### config.mk
export PLATFORM = sky130hd
export DESIGN_NAME = sensor_monitor_flat
export DESIGN_NICKNAME = d
export VERILOG_FILES = /design/src/rtl/sensor_monitor_if.sv /design/src/rtl/sensor_monitor.sv /design/src/flat_wrapper.sv
export SDC_FILE = /design/constraint.sdc
export NUM_CORES = 1
export LEC_CHECK = 0
export BUFFER_PORTS_ARGS = -buffer_cell sky130_fd_sc_hd__buf_2
export CORE_MARGIN = 4
export CORE_UTILIZATION = 40
export CTS_CLUSTER_DIAMETER = 60
export DETAILED_ROUTE_END_ITERATION = 7
export PLACE_DENSITY = 0.74
export SLEW_MARGIN = 20
export SYNTH_ARGS = -nofsm -noshare
export SYNTH_HDL_FRONTEND = slang
export SYNTH_SLANG_ARGS = --single-unit
### constraint.sdc
create_clock -name clk -period 6 [get_ports clk]
set_input_delay 1.5 -clock clk [delete_from_list [all_inputs] [get_ports clk]]
set_output_delay 1.5 -clock clk [all_outputs]
set_load 0.01 [all_outputs]
### src/rtl/sensor_monitor_if.sv
// Sensor monitor bus: raw sensor levels and fault rules in, qualified fault status out.
// The master side drives sensors/rules, the slave side is the monitor itself.
interface sensor_monitor_if #(
  parameter int NUM_SENSORS = 4,
  parameter int CNT_W       = 8
);
  logic [NUM_SENSORS-1:0] sensors;
  logic [NUM_SENSORS-1:0] crit_mask;
  logic [NUM_SENSORS-1:0] pair_mask;
  logic                   sticky_en;
  logic                   clear;
  logic                   error;
  logic                   pending;
  logic [NUM_SENSORS-1:0] fault_src;
  logic [CNT_W-1:0]       fault_count;

  modport master (
    output sensors, crit_mask, pair_mask, sticky_en, clear,
    input  error, pending, fault_src, fault_count
  );

  modport slave (
    input  sensors, crit_mask, pair_mask, sticky_en, clear,
    output error, pending, fault_src, fault_count
  );
endinterface

### src/rtl/sensor_monitor.sv
// Clocked sensor fault monitor: single/pair fault rules, persistence filter,
// follow or sticky reporting, saturating event counter and offending-sensor snapshot.
module sensor_monitor #(
  parameter int NUM_SENSORS = 4,
  parameter int PERSIST     = 3,
  parameter int CNT_W       = 8
) (
  input  logic           clk,
  input  logic           rst,
  sensor_monitor_if.slave sm_if
);
  localparam int             PCW      = (PERSIST > 1) ? $clog2(PERSIST) : 1;
  localparam logic [PCW-1:0] LAST_CNT = PCW'(PERSIST - 1);

  typedef enum logic [1:0] {
    ST_OK      = 2'd0,
    ST_PENDING = 2'd1,
    ST_FAULT   = 2'd2,
    ST_HOLD    = 2'd3
  } state_t;

  state_t                 r_state;
  logic [PCW-1:0]         r_cnt;
  logic [NUM_SENSORS-1:0] r_s_p0;
  logic [NUM_SENSORS-1:0] r_fault_src;
  logic [CNT_W-1:0]       r_fault_count;
  logic                   r_error;
  logic                   r_pending;
  logic                   w_raw;
  logic                   w_new_event;

  function automatic logic two_or_more(input logic [NUM_SENSORS-1:0] v);
    int unsigned n;
    n = 0;
    for (int i = 0; i < NUM_SENSORS; i++) begin
      if (v[i]) n++;
    end
    return (n >= 2);
  endfunction

  function automatic logic [CNT_W-1:0] sat_inc(input logic [CNT_W-1:0] c);
    return (&c) ? c : c + CNT_W'(1);
  endfunction

  // Stage p0: registered sensors feed the rule decode with the live masks
  assign w_raw = (|(r_s_p0 & sm_if.crit_mask)) | two_or_more(r_s_p0 & sm_if.pair_mask);

  // Only entries from OK/PENDING are new events; HOLD -> FAULT continues the old one
  assign w_new_event = w_raw &&
                       (((r_state == ST_OK) && (PERSIST == 1)) ||
                        ((r_state == ST_PENDING) && (r_cnt == LAST_CNT)));

  always_ff @(posedge clk or posedge rst) begin
    if (rst) begin
      r_state       <= ST_OK;
      r_cnt         <= '0;
      r_s_p0        <= '0;
      r_fault_src   <= '0;
      r_fault_count <= '0;
      r_error       <= 1'b0;
      r_pending     <= 1'b0;
    end else begin
      r_s_p0    <= sm_if.sensors;
      r_cnt     <= '0;
      r_error   <= 1'b0;
      r_pending <= 1'b0;

      if (w_new_event) r_fault_src <= r_s_p0;

      if (sm_if.clear)      r_fault_count <= '0;
      else if (w_new_event) r_fault_count <= sat_inc(r_fault_count);

      case (r_state)
        ST_OK: begin
          if (w_raw) begin
            if (PERSIST == 1) begin
              r_state <= ST_FAULT;
              r_error <= 1'b1;
            end else begin
              r_state   <= ST_PENDING;
              r_cnt     <= PCW'(1);
              r_pending <= 1'b1;
            end
          end
        end
        ST_PENDING: begin
          if (!w_raw) begin
            r_state <= ST_OK;
          end else if (r_cnt == LAST_CNT) begin
            r_state <= ST_FAULT;
            r_error <= 1'b1;
          end else begin
            r_cnt     <= r_cnt + PCW'(1);
            r_pending <= 1'b1;
          end
        end
        ST_FAULT: begin
          r_error <= 1'b1;
          if (!w_raw) begin
            if (sm_if.sticky_en) begin
              r_state <= ST_HOLD;
            end else begin
              r_state <= ST_OK;
              r_error <= 1'b0;
            end
          end
        end
        ST_HOLD: begin
          if (w_raw) begin
            r_state <= ST_FAULT;
            r_error <= 1'b1;
          end else if (sm_if.clear || !sm_if.sticky_en) begin
            r_state <= ST_OK;
          end else begin
            r_error <= 1'b1;
          end
        end
        default: r_state <= ST_OK;
      endcase
    end
  end

  assign sm_if.error       = r_error;
  assign sm_if.pending     = r_pending;
  assign sm_if.fault_src   = r_fault_src;
  assign sm_if.fault_count = r_fault_count;
endmodule
### src/flat_wrapper.sv
// flat-port wrapper written by rule: the top's interface ports become plain ports
module sensor_monitor_flat 
#(
  parameter int NUM_SENSORS = 4,
  parameter int PERSIST     = 3,
  parameter int CNT_W       = 8
)
  (clk, rst, sm_if_sensors, sm_if_crit_mask, sm_if_pair_mask, sm_if_sticky_en, sm_if_clear, sm_if_error, sm_if_pending, sm_if_fault_src, sm_if_fault_count);
  sensor_monitor_if #(.NUM_SENSORS(NUM_SENSORS), .CNT_W(CNT_W)) sm_if_i ();
  input  logic clk;
  input  logic rst;
  input wire logic [$bits(sm_if_i.sensors)-1:0] sm_if_sensors;
  input wire logic [$bits(sm_if_i.crit_mask)-1:0] sm_if_crit_mask;
  input wire logic [$bits(sm_if_i.pair_mask)-1:0] sm_if_pair_mask;
  input wire logic [$bits(sm_if_i.sticky_en)-1:0] sm_if_sticky_en;
  input wire logic [$bits(sm_if_i.clear)-1:0] sm_if_clear;
  output wire logic [$bits(sm_if_i.error)-1:0] sm_if_error;
  output wire logic [$bits(sm_if_i.pending)-1:0] sm_if_pending;
  output wire logic [$bits(sm_if_i.fault_src)-1:0] sm_if_fault_src;
  output wire logic [$bits(sm_if_i.fault_count)-1:0] sm_if_fault_count;
  assign sm_if_i.sensors = sm_if_sensors;
  assign sm_if_i.crit_mask = sm_if_crit_mask;
  assign sm_if_i.pair_mask = sm_if_pair_mask;
  assign sm_if_i.sticky_en = sm_if_sticky_en;
  assign sm_if_i.clear = sm_if_clear;
  assign sm_if_error = sm_if_i.error;
  assign sm_if_pending = sm_if_i.pending;
  assign sm_if_fault_src = sm_if_i.fault_src;
  assign sm_if_fault_count = sm_if_i.fault_count;
  sensor_monitor #(.NUM_SENSORS(NUM_SENSORS), .PERSIST(PERSIST), .CNT_W(CNT_W)) u_core (.clk(clk), .rst(rst), .sm_if(sm_if_i));
endmodule
==> results of run 1 <==
-- worst max-delay path, cell delays in order --
cell and delay (ps):
buf_2 110, nand2_1 100, inv_1 60, ha_1 330, xnor2_1 150, ha_1 300, and4b_1 270, o211ai_2 100
a211oi_4 600, nor2b_1 220, mux2_2 320
-- cell families after synthesis --
family,after synthesis,synth area share [%]
AOI/OAI and AO/OA,21,13.5
DFF,22,48.7
muxes,8,8.19
buffers and inverters,6,2.44
adders and majority gates,4,4.43
xor gates and xnor gates,1,0.775
and+or+nand+nor,43,21.9
-- per-layer routing --
metal  track usage [%]  up-vias  part of all wire [%]
met5                 0        -                     0
met3              1.89        2                   5.6
met2              24.3       26                    52
met4              4.02        0                  0.41
li1                  -      446                     -
met1              17.2      446                    42
-- registers in the layout, summed over array words and instances, names as in the netlist --
| signal | count |
|---|---|
| u_core.sm_if.fault_count | 8 |
| u_core.r_s_p0 | 4 |
| u_core.sm_if.fault_src | 4 |
| u_core.r_cnt | 2 |
| u_core.r_state | 2 |
| u_core.sm_if.error | 1 |
| u_core.sm_if.pending | 1 |
-- Yosys cell counts (3+ instances only) --
master   count
a21oi_1      6
nand3_1      3
nor2_1       6
mux2_2       4
dfrtp_1     22
nand2_1      8
mux2_1       3
nand4_1      4
ha_1         4
nor3_1       3
nor2b_1      5
o31ai_1      3
inv_1        3
or4_1        3
-- path summary, 6_finish.rpt --
kind                                                    end  slack, ps  cells past startpoint
worst max-delay path              u_core.sm_if.fault_src[2]       2140                     11
worst min-delay path                        u_core.r_cnt[1]        470                      1
worst max register to register    u_core.sm_if.fault_src[2]       2990                     10
worst min register to register              u_core.r_cnt[1]        470                      1
max in group asynchronous         u_core.sm_if.fault_src[1]       4150                      2
min in group asynchronous       u_core.sm_if.fault_count[0]       1340                      2
-- cell usage in the layout (no fill, tap or decap), types with 3 or more instances in the layout --
master and count:
buf_2 29, dfrtp_1 22, nand2_1 8, nor2_1 6
a21oi_1 6, nor2b_1 5, nand4_1 4, mux2_2 4
ha_1 4, nand3_1 3, o31ai_1 3, or4_1 3
nor3_1 3, mux2_1 3, inv_1 3, clkbuf_4 3
-- where the power goes --
group / internal (mW) / total, mW / switching, mW
registers: 0.180 / 0.200 / 0.0194
clock network: 0.0370 / 0.0791 / 0.0422
logic: 0.0526 / 0.111 / 0.0588
total: 0.270 / 0.390 / 0.120
-- final cells by class --
cell class	count	area, um^2
Fill cell	252	1400
Multi-Input combinational cell	77	552
Sequential cell	22	551
Timing Repair Buffer	29	145
Tap cell	31	38.8
Clock buffer	4	36.3
Inverter	3	11.3
==> impl_metrics.py, run 1 <==
metrics = {
    "placement": {
        "place_ws_ps": 1790,
        "placed_area_mm2": 0.00130,
        "dp_cells": 162,
        "gp_congestion": 0.779,
        "hpwl_um": 1850,
        "io_buffers": 29,
    },
    "synthesis": {
        "netlist_instances": 105,
        "yosys-top-cells-area": "dfrtp_1 (49%), ha_1 (4.4%), mux2_2 (4.0%), mux2_1 (3.0%), nor2b_1 (2.8%)",
        "dominantRegCellSynth": "dfrtp_1",
        "ys.warnings.count": 0,
        "syn_area_mm2": 0.00113,
        "ys_ff_latch": 22,
        "synth-seq-area-share_pct": 48.7,
        "synth_edf_count": 0,
        "synth-async-reset-ratio_pct": 100,
        "synth_top_area_cell": "dfrtp_1",
        "synth_cell_types": 38,
        "synth.top_cell.area_share_pct": 48.7,
        "synth.net_count": 125,
        "syn_area_per_cell_um2": 10.8,
    },
    "worst_setup_path": {
        "crit_arrival_ps": 4050,
        "cp_max_fo": 19,
        "crit_required_ps": 6190,
        "crit_start": "sm_if_pair_mask[0]",
        "rr_startpoint": "u_core.r_s_p0[0]",
        "worst_setup_path_end_kind": "flop",
        "start_kind": "input pin",
        "path_class": "in2reg",
    },
    "clock_network": {
        "cts_made_buffers": 3,
        "clock-root-buffer": "clkbuf_4",
        "hold_buffers": 0,
        "cts.reportedPaths.clkPinSlew_ps": 110,
        "post_cts_resized": 0,
        "clk_latency_ps": 300,
        "cts_htree_levels": 1,
        "cts.sinks": 22,
        "tritoncts": "built",
        "postCtsSetupBuffers": 0,
        "cts_buffer_depth": 2,
    },
    "worst_hold_path": {
        "hp-class": "reg2reg",
        "min_from": "u_core.r_cnt[1]",
    },
    "global_route": {
        "grt_start_max_net_pins": 23,
        "grtUsageTotal_pct": 13.7,
        "gr-total-overflow": 0,
        "grt_pass1_vias": 857,
        "antenna_found_initial": 0,
        "grt_pass1_wl_um": 3830,
    },
    "final_layout": {
        "finalCoreUtilization_pct": 48.8,
        "stdcell_count": 166,
        "stdcell_area_mm2": 0.00133,
        "nets": 156,
        "drive_gt1_share_pct": 31.9,
        "syn_to_final_growth_pct": 18.1,
        "antenna_cells": 0,
    },
    "floorplan": {
        "fp.dieArea_mm2": 0.00374,
        "start_util_pct": 41.3,
        "die_w_um": 61.1,
        "core_area_mm2": 0.00273,
        "io_pins": 30,
        "die_h_um": 61.1,
        "fp-row-count": 19,
    },
    "drt": {
        "vias": 920,
        "drt-total-wl_um": 2430,
        "routed_via_density": 5.54,
        "ant_nets": 0,
        "drt_iter0_drc": 31,
        "wl_per_cell_um": 14.6,
        "drt_pre_antenna_iters": 4,
        "drc": 0,
    },
    "sta": {
        "worst_slew_pin_slew_ps": 819,
        "fin_ws_ps": 2140,
        "setup_viol": 0,
        "final_max_slew_viol_count": 0,
        "fin_crit_ps": 3860,
        "hold_ws_ps": 472,
        "relSlewSlack_pct": 45.4,
        "finalCritPeriodShare_pct": 64.3,
        "rsz0062_at_grt": "false",
        "hold_violations": 0,
        "max_freq_mhz": 259,
        "skew_ps": 4.76,
        "finalSetupTns_ps": 0,
    },
    "power_and_ir_drop": {
        "leakagePower_nw": 0.659,
        "ir_drop_v": 0.000168,
        "power_density_mw_per_mm2": 293,
        "power.total_mw": 0.390,
    },
    "job": {
        "drv_cap": 0,
    },
    "run_status": {
        "status": "finished, final reports clean",
    },
}
(Power assumes the default switching activity.)
==> inputs of run 2 (changes only) <==
Clock period 6 ns to 4 ns, I/O delays scaled along.
==> run 2 against run 1 <==
Register-to-register slack got worse by 2000 ps. Final cell count decreased by 0.60%. Global-route usage decreased by 0.34 points.
==> impl_metrics.py, run 2 (synthesized netlist as in run 1, its figures left out) <==
metrics = {
    "run_status": {
        "status": "finished, final reports clean",
    },
    "final_layout": {
        "layout.cells.most_common": "buf_2",
        "stdcell_count": 165,
        "syn_to_final_growth_pct": 16.8,
        "n_fill_cell": 259,
        "drive_gt1_share_pct": 31.3,
        "nets": 156,
        "antenna_cells": 0,
        "stdcell_area_mm2": 0.00132,
        "most-common-layout-cells": "buf_2 (29), dfrtp_1 (22), nand2_1 (8)",
        "largest_register_ffs": 8,
    },
    "floorplan": {
        "fp-row-count": 19,
        "die_h_um": 61.1,
        "core_area_mm2": 0.00273,
        "fp.dieArea_mm2": 0.00374,
        "die_w_um": 61.1,
        "io_pins": 30,
        "start_util_pct": 41.3,
    },
    "clock_network": {
        "post_cts_resized": 0,
        "cts_htree_levels": 1,
        "clk_latency_ps": 300,
        "postCtsSetupBuffers": 0,
        "cts.sinks": 22,
        "hold_buffers": 0,
        "cts_made_buffers": 3,
        "tritoncts": "built",
        "cts_buffer_depth": 2,
        "cts.reportedPaths.clkPinSlew_ps": 110,
        "clock-root-buffer": "clkbuf_4",
    },
    "power_and_ir_drop": {
        "sw_frac_of_total_pct": 31.3,
        "leakagePower_nw": 0.651,
        "seq_power_share_pct": 53.9,
        "internal_power_mw": 0.384,
        "p_comb_share_pct": 28.9,
        "p_sw_mw": 0.175,
        "p_clk_share_pct": 17.2,
        "power_density_mw_per_mm2": 424,
        "ir_drop_v": 0.000228,
    },
    "worst_hold_path": {
        "hold_path_end": "u_core.r_cnt[1]",
        "whs_path_depth": 1,
        "hp-class": "reg2reg",
        "min_from": "u_core.r_cnt[1]",
    },
    "worst_setup_path": {
        "crit_required_ps": 4190,
        "start_kind": "input pin",
        "worst_setup_path_end_kind": "flop",
        "rr_endpoint": "u_core.sm_if.fault_src[2]",
        "path_cells": "buf_2 > nand2_1 > inv_1 > ha_1 > xnor2_1 > ha_1 > and4b_1 > o211ai_2 > a211oi_4 > nor2b_1 > mux2_2",
        "crit_arrival_ps": 3560,
        "cp_slowest_stage_delay_ps": 600,
        "rr_startpoint": "u_core.r_s_p0[0]",
        "rr_worst_depth": 10,
        "reg2reg_slack_ps": 990,
        "cp_max_fo": 19,
        "worst-path-buf-inv": 2,
        "cp_slowest_cell": "a211oi_4",
        "cpLargestDelayFamily": "compound AO/OA/AOI/OAI gates",
        "worst_path_most_repeated_cell": "ha_1",
        "path_class": "in2reg",
    },
    "drt": {
        "ant_nets": 0,
        "wl_per_cell_um": 13.9,
        "drt_pre_antenna_iters": 4,
        "drt_iter0_drc": 39,
        "vias": 911,
        "drt-total-wl_um": 2300,
        "drc": 0,
        "routed_via_density": 5.52,
    },
    "global_route": {
        "grt_pass1_vias": 897,
        "grt_use_met2_pct": 25.2,
        "met1_usage_pct": 15.5,
        "gr-total-overflow": 0,
        "grtUsageTotal_pct": 13.3,
        "antenna_found_initial": 0,
        "top_usage_layer": "met2",
        "grt_start_max_net_pins": 23,
        "grt_pass1_wl_um": 3770,
        "groute.layer.met3.usage_pct": 1.89,
    },
    "sta": {
        "final_max_slew_viol_count": 0,
        "finalSetupTns_ps": 0,
        "setup_viol": 0,
        "skew_ps": 6.85,
        "relSlewSlack_pct": 47.6,
        "hold_ws_ps": 468,
        "finalCritPeriodShare_pct": 84.2,
        "fin_ws_ps": 633,
        "hold_violations": 0,
        "max_freq_mhz": 297,
        "fin_crit_ps": 3370,
        "worst_slew_pin_slew_ps": 785,
        "rsz0062_at_grt": "false",
    },
    "job": {
        "drv_cap": 0,
    },
    "placement": {
        "gp_congestion": 0.796,
        "place_ws_ps": 293,
        "io_buffers": 29,
        "placed_area_mm2": 0.00130,
        "hpwl_um": 1830,
        "dp_cells": 162,
    },
}
-- run 2: cell type report --
cell class	count	area, um^2	share of cell area [%]
multi-input cells	77	552	41.8
flip-flops and latches	22	551	41.7
repair buffers	29	145	11.0
well taps	31	38.8	2.94
clock buffers	3	22.5	1.71
inverters	3	11.3	0.853
-- run 2: per-layer routing --
metal	part of all wire, %	vias up	wire, um
met1	43	445	985
met2	52	19	1200
met4	0	0	0
li1	-	447	-
met3	4.7	0	109
met5	0	-	0
-- run 2: worst reg2reg max path, stage by stage, from the launching register on --
cell,delay (ps)
dfrtp_1,430
nand2_1,120
inv_1,50
ha_1,310
xnor2_1,190
ha_1,270
and4b_1,270
o211ai_2,100
a211oi_4,600
nor2b_1,230
mux2_2,320
-- run 2: worst max path at each step --
stage	endpoint	startpoint	slack (ps)	cells after the start
2_1_floorplan	u_core.sm_if.fault_src[0]	sm_if_pair_mask[0]	910	10
3_3_place_gp	u_core.sm_if.fault_src[0]	sm_if_pair_mask[0]	470	11
3_5_place_dp	u_core.sm_if.fault_src[3]	sm_if_pair_mask[0]	290	11
5_1_grt	u_core.sm_if.fault_src[2]	sm_if_pair_mask[0]	470	11
4_1_cts	u_core.sm_if.fault_src[2]	sm_if_pair_mask[0]	630	11
6_report	u_core.sm_if.fault_src[2]	sm_if_pair_mask[0]	630	11
-- run 2: power by group through the flow --
stage / Clock [mW] / Combinational, mW / Sequential (mW)
3_3_place_gp: 0 / 0.158 / 0.305
4_1_cts: 0.100 / 0.164 / 0.302
3_5_place_dp: 0 / 0.164 / 0.306
6_report: 0.0960 / 0.162 / 0.302
5_1_grt: 0.108 / 0.185 / 0.308
2_1_floorplan: 0 / 0.0974 / 0.316
-- run 2: through the flow --
stage	util, %	total power, mW
2_1_floorplan	-	0.413
3_3_place_gp	47.5	0.463
3_5_place_dp	47.5	0.471
4_1_cts	48.3	0.566
5_1_grt	48.3	0.602
6_report	48.3	0.560
==> inputs of run 3 (changes only) <==
Settings changed: ABC_AREA set to 1.
Clock period 4 ns to 3.5 ns, I/O delays scaled along.
==> run 3 against run 2 <==
Via count grew 21%. Combinational power grew 36%. Cell area grew 13%. Area after synthesis grew 11%. Largest power group unchanged. Clock-buffer cell count is the same. Clock skew shrank 1.7 ps. Wire length grew 10%. Clock power grew 100%. Largest cell class unchanged. Final cell count grew 41%. Critical path type unchanged.
==> impl_metrics.py, run 3 <==
metrics = {
    "worst_setup_path": {
        "worst_path_most_repeated_cell": "inv_1",
        "path_class": "in2reg",
        "rr_startpoint": "u_core.r_s_p0[1]",
        "crit_arrival_ps": 2730,
        "cpLargestDelayFamily": "simple AND/OR/NAND/NOR gates",
        "cp.depth": 16,
        "worst-path-buf-inv": 5,
        "cp_slowest_stage_delay_ps": 300,
        "crit_required_ps": 3710,
        "rr_worst_depth": 15,
        "start_kind": "input pin",
        "cp_slowest_cell": "ha_1",
        "path_cells": "buf_2 > nand2_1 > inv_1 > ha_1 > xor2_1 > inv_1 > ha_1 > inv_1 > nor2_2 > nand2_2 > nand3_2 > nor2_4 > nor2_4 > inv_1 > nand2_1 > nand2_1",
        "cp_max_fo": 13,
        "worst_setup_path_end_kind": "flop",
        "crit_start": "sm_if_pair_mask[1]",
    },
    "final_layout": {
        "finalCoreUtilization_pct": 49.1,
        "most-common-layout-cells": "nand2_1 (44), buf_2 (29), dfrtp_1 (22)",
        "drive_gt1_share_pct": 24.9,
        "stdcell_area_mm2": 0.00149,
        "nets": 210,
        "syn_to_final_growth_pct": 18.9,
        "layout.cells.most_common": "nand2_1",
        "largest_register_ffs": 8,
        "antenna_cells": 0,
        "stdcell_count": 233,
    },
    "clock_network": {
        "cts_made_buffers": 3,
        "clk_latency_ps": 310,
        "post_cts_resized": 0,
        "postCtsSetupBuffers": 0,
        "cts_buffer_depth": 2,
        "cts.reportedPaths.clkPinSlew_ps": 120,
        "hold_buffers": 0,
        "cts.sinks": 22,
        "cts_htree_levels": 1,
        "tritoncts": "built",
        "clock-root-buffer": "clkbuf_4",
    },
    "synthesis": {
        "yosysMostFrequentCell": "nand2_1",
        "ys_ff_latch": 22,
        "syn_area_mm2": 0.00125,
        "netlist_instances": 158,
        "synth_top_area_cell": "dfrtp_1",
        "ys.warnings.count": 0,
        "synth.net_count": 178,
        "synth.top_cell.area_share_pct": 44.0,
        "synth-async-reset-ratio_pct": 100,
        "synth_common_cells": "nand2_1 (44), dfrtp_1 (22), inv_1 (18)",
        "synth_cell_types": 23,
        "syn_area_per_cell_um2": 7.91,
        "synth-seq-area-share_pct": 44.0,
        "dominantRegCellSynth": "dfrtp_1",
        "yosys-top-cells-area": "dfrtp_1 (44%), nand2_1 (13%), nand3_1 (5.6%), inv_1 (5.4%), nand4_1 (5.0%)",
        "synth_edf_count": 0,
    },
    "sta": {
        "setup_viol": 0,
        "worst_slew_pin_slew_ps": 802,
        "final_max_slew_viol_count": 0,
        "finalCritPeriodShare_pct": 72.1,
        "max_freq_mhz": 396,
        "fin_crit_ps": 2520,
        "skew_ps": 5.15,
        "relSlewSlack_pct": 46.5,
        "finalSetupTns_ps": 0,
        "hold_violations": 0,
        "rsz0062_at_grt": "false",
    },
    "power_and_ir_drop": {
        "ir_drop_v": 0.000272,
        "power.total_mw": 0.768,
        "leakagePower_nw": 0.855,
        "power_density_mw_per_mm2": 517,
    },
    "floorplan": {
        "fp-row-count": 20,
        "die_h_um": 63.9,
        "start_util_pct": 41.3,
        "core_area_mm2": 0.00303,
        "io_pins": 30,
        "die_w_um": 63.9,
        "fp.dieArea_mm2": 0.00408,
    },
    "drt": {
        "drt_pre_antenna_iters": 5,
        "wl_per_cell_um": 10.8,
        "drt_iter0_drc": 46,
        "ant_nets": 0,
        "vias": 1100,
        "routed_via_density": 4.72,
        "drt-total-wl_um": 2530,
        "drc": 0,
    },
    "placement": {
        "gp_congestion": 0.868,
        "hpwl_um": 1920,
        "placed_area_mm2": 0.00143,
        "dp_cells": 229,
        "io_buffers": 29,
    },
    "global_route": {
        "grt_start_max_net_pins": 23,
        "gr-total-overflow": 0,
        "grt_pass1_vias": 952,
        "grtUsageTotal_pct": 13.3,
        "grt_pass1_wl_um": 4330,
        "antenna_found_initial": 0,
    },
    "worst_hold_path": {
        "min_from": "u_core.r_cnt[1]",
        "hp-class": "reg2reg",
        "whs_path_depth": 1,
    },
    "job": {
        "drv_cap": 0,
    },
    "run_status": {
        "status": "finished, final reports clean",
    },
}
[run 3: report_power, final]
| group | internal [mW] | switching [mW] | leakage (nW) |
|---|---|---|---|
| Clock | 0.116 | 0.0785 | 0.0279 |
| Sequential | 0.311 | 0.0434 | 0.283 |
| Combinational | 0.0827 | 0.137 | 0.544 |
[run 3: final cells by class]
cell class	count	area (um^2)
Fill cell	311	1540
Multi-Input combinational cell	113	603
Sequential cell	22	551
Timing Repair Buffer	29	145
Inverter	21	80.1
Tap cell	44	55.1
Clock inverter	1	30.0
Clock buffer	3	22.5
[run 3: final timing paths]
kind                                        endpoint  slack, ps
setup reg to reg           u_core.sm_if.fault_src[0]       1200
min in group asynchronous  u_core.sm_if.fault_src[3]        690
hold / removal                       u_core.r_cnt[1]        450
max in group asynchronous  u_core.sm_if.fault_src[2]       2310
setup / recovery           u_core.sm_if.fault_src[0]        980
hold reg to reg                      u_core.r_cnt[1]        450
[run 3: per-layer routing]
layer / GRT usage [%] / share of wire, %
met1: 20.0 / 51
met2: 18.7 / 42
met3: 3.34 / 5.9
met4: 4.04 / 0.91
met5: 0 / 0
[run 3: cell families (layout without fill, tap and decap cells)]
kind of cell,Yosys count,count (layout),share of synthesized area (%)
AND/OR/NAND/NOR,90,90,34.4
AO/OA/AOI/OAI,13,13,5.61
adder cells (fa/ha/maj),4,4,4.00
XOR/XNOR,6,6,4.20
buffers and inverters,23,54,7.71
flip-flops,22,22,44.0
[run 3: worst reg2reg max path, cell delays in order, from the launching register on]
cell	delay [ps]
dfrtp_1	430
nand2_1	140
inv_1	60
ha_1	300
xor2_1	170
inv_1	60
ha_1	130
inv_1	50
nor2_2	130
nand2_2	70
nand3_2	90
nor2_4	60
nor2_4	240
inv_1	160
nand2_1	80
nand2_1	50
[run 3: through the flow]
stage                     setup WS [ps]  hold WS (ps)
after floorplan                     958           406
after global placement              679           424
after detailed placement            632           431
after CTS                           971           449
after global routing                826           478
final                               976           448
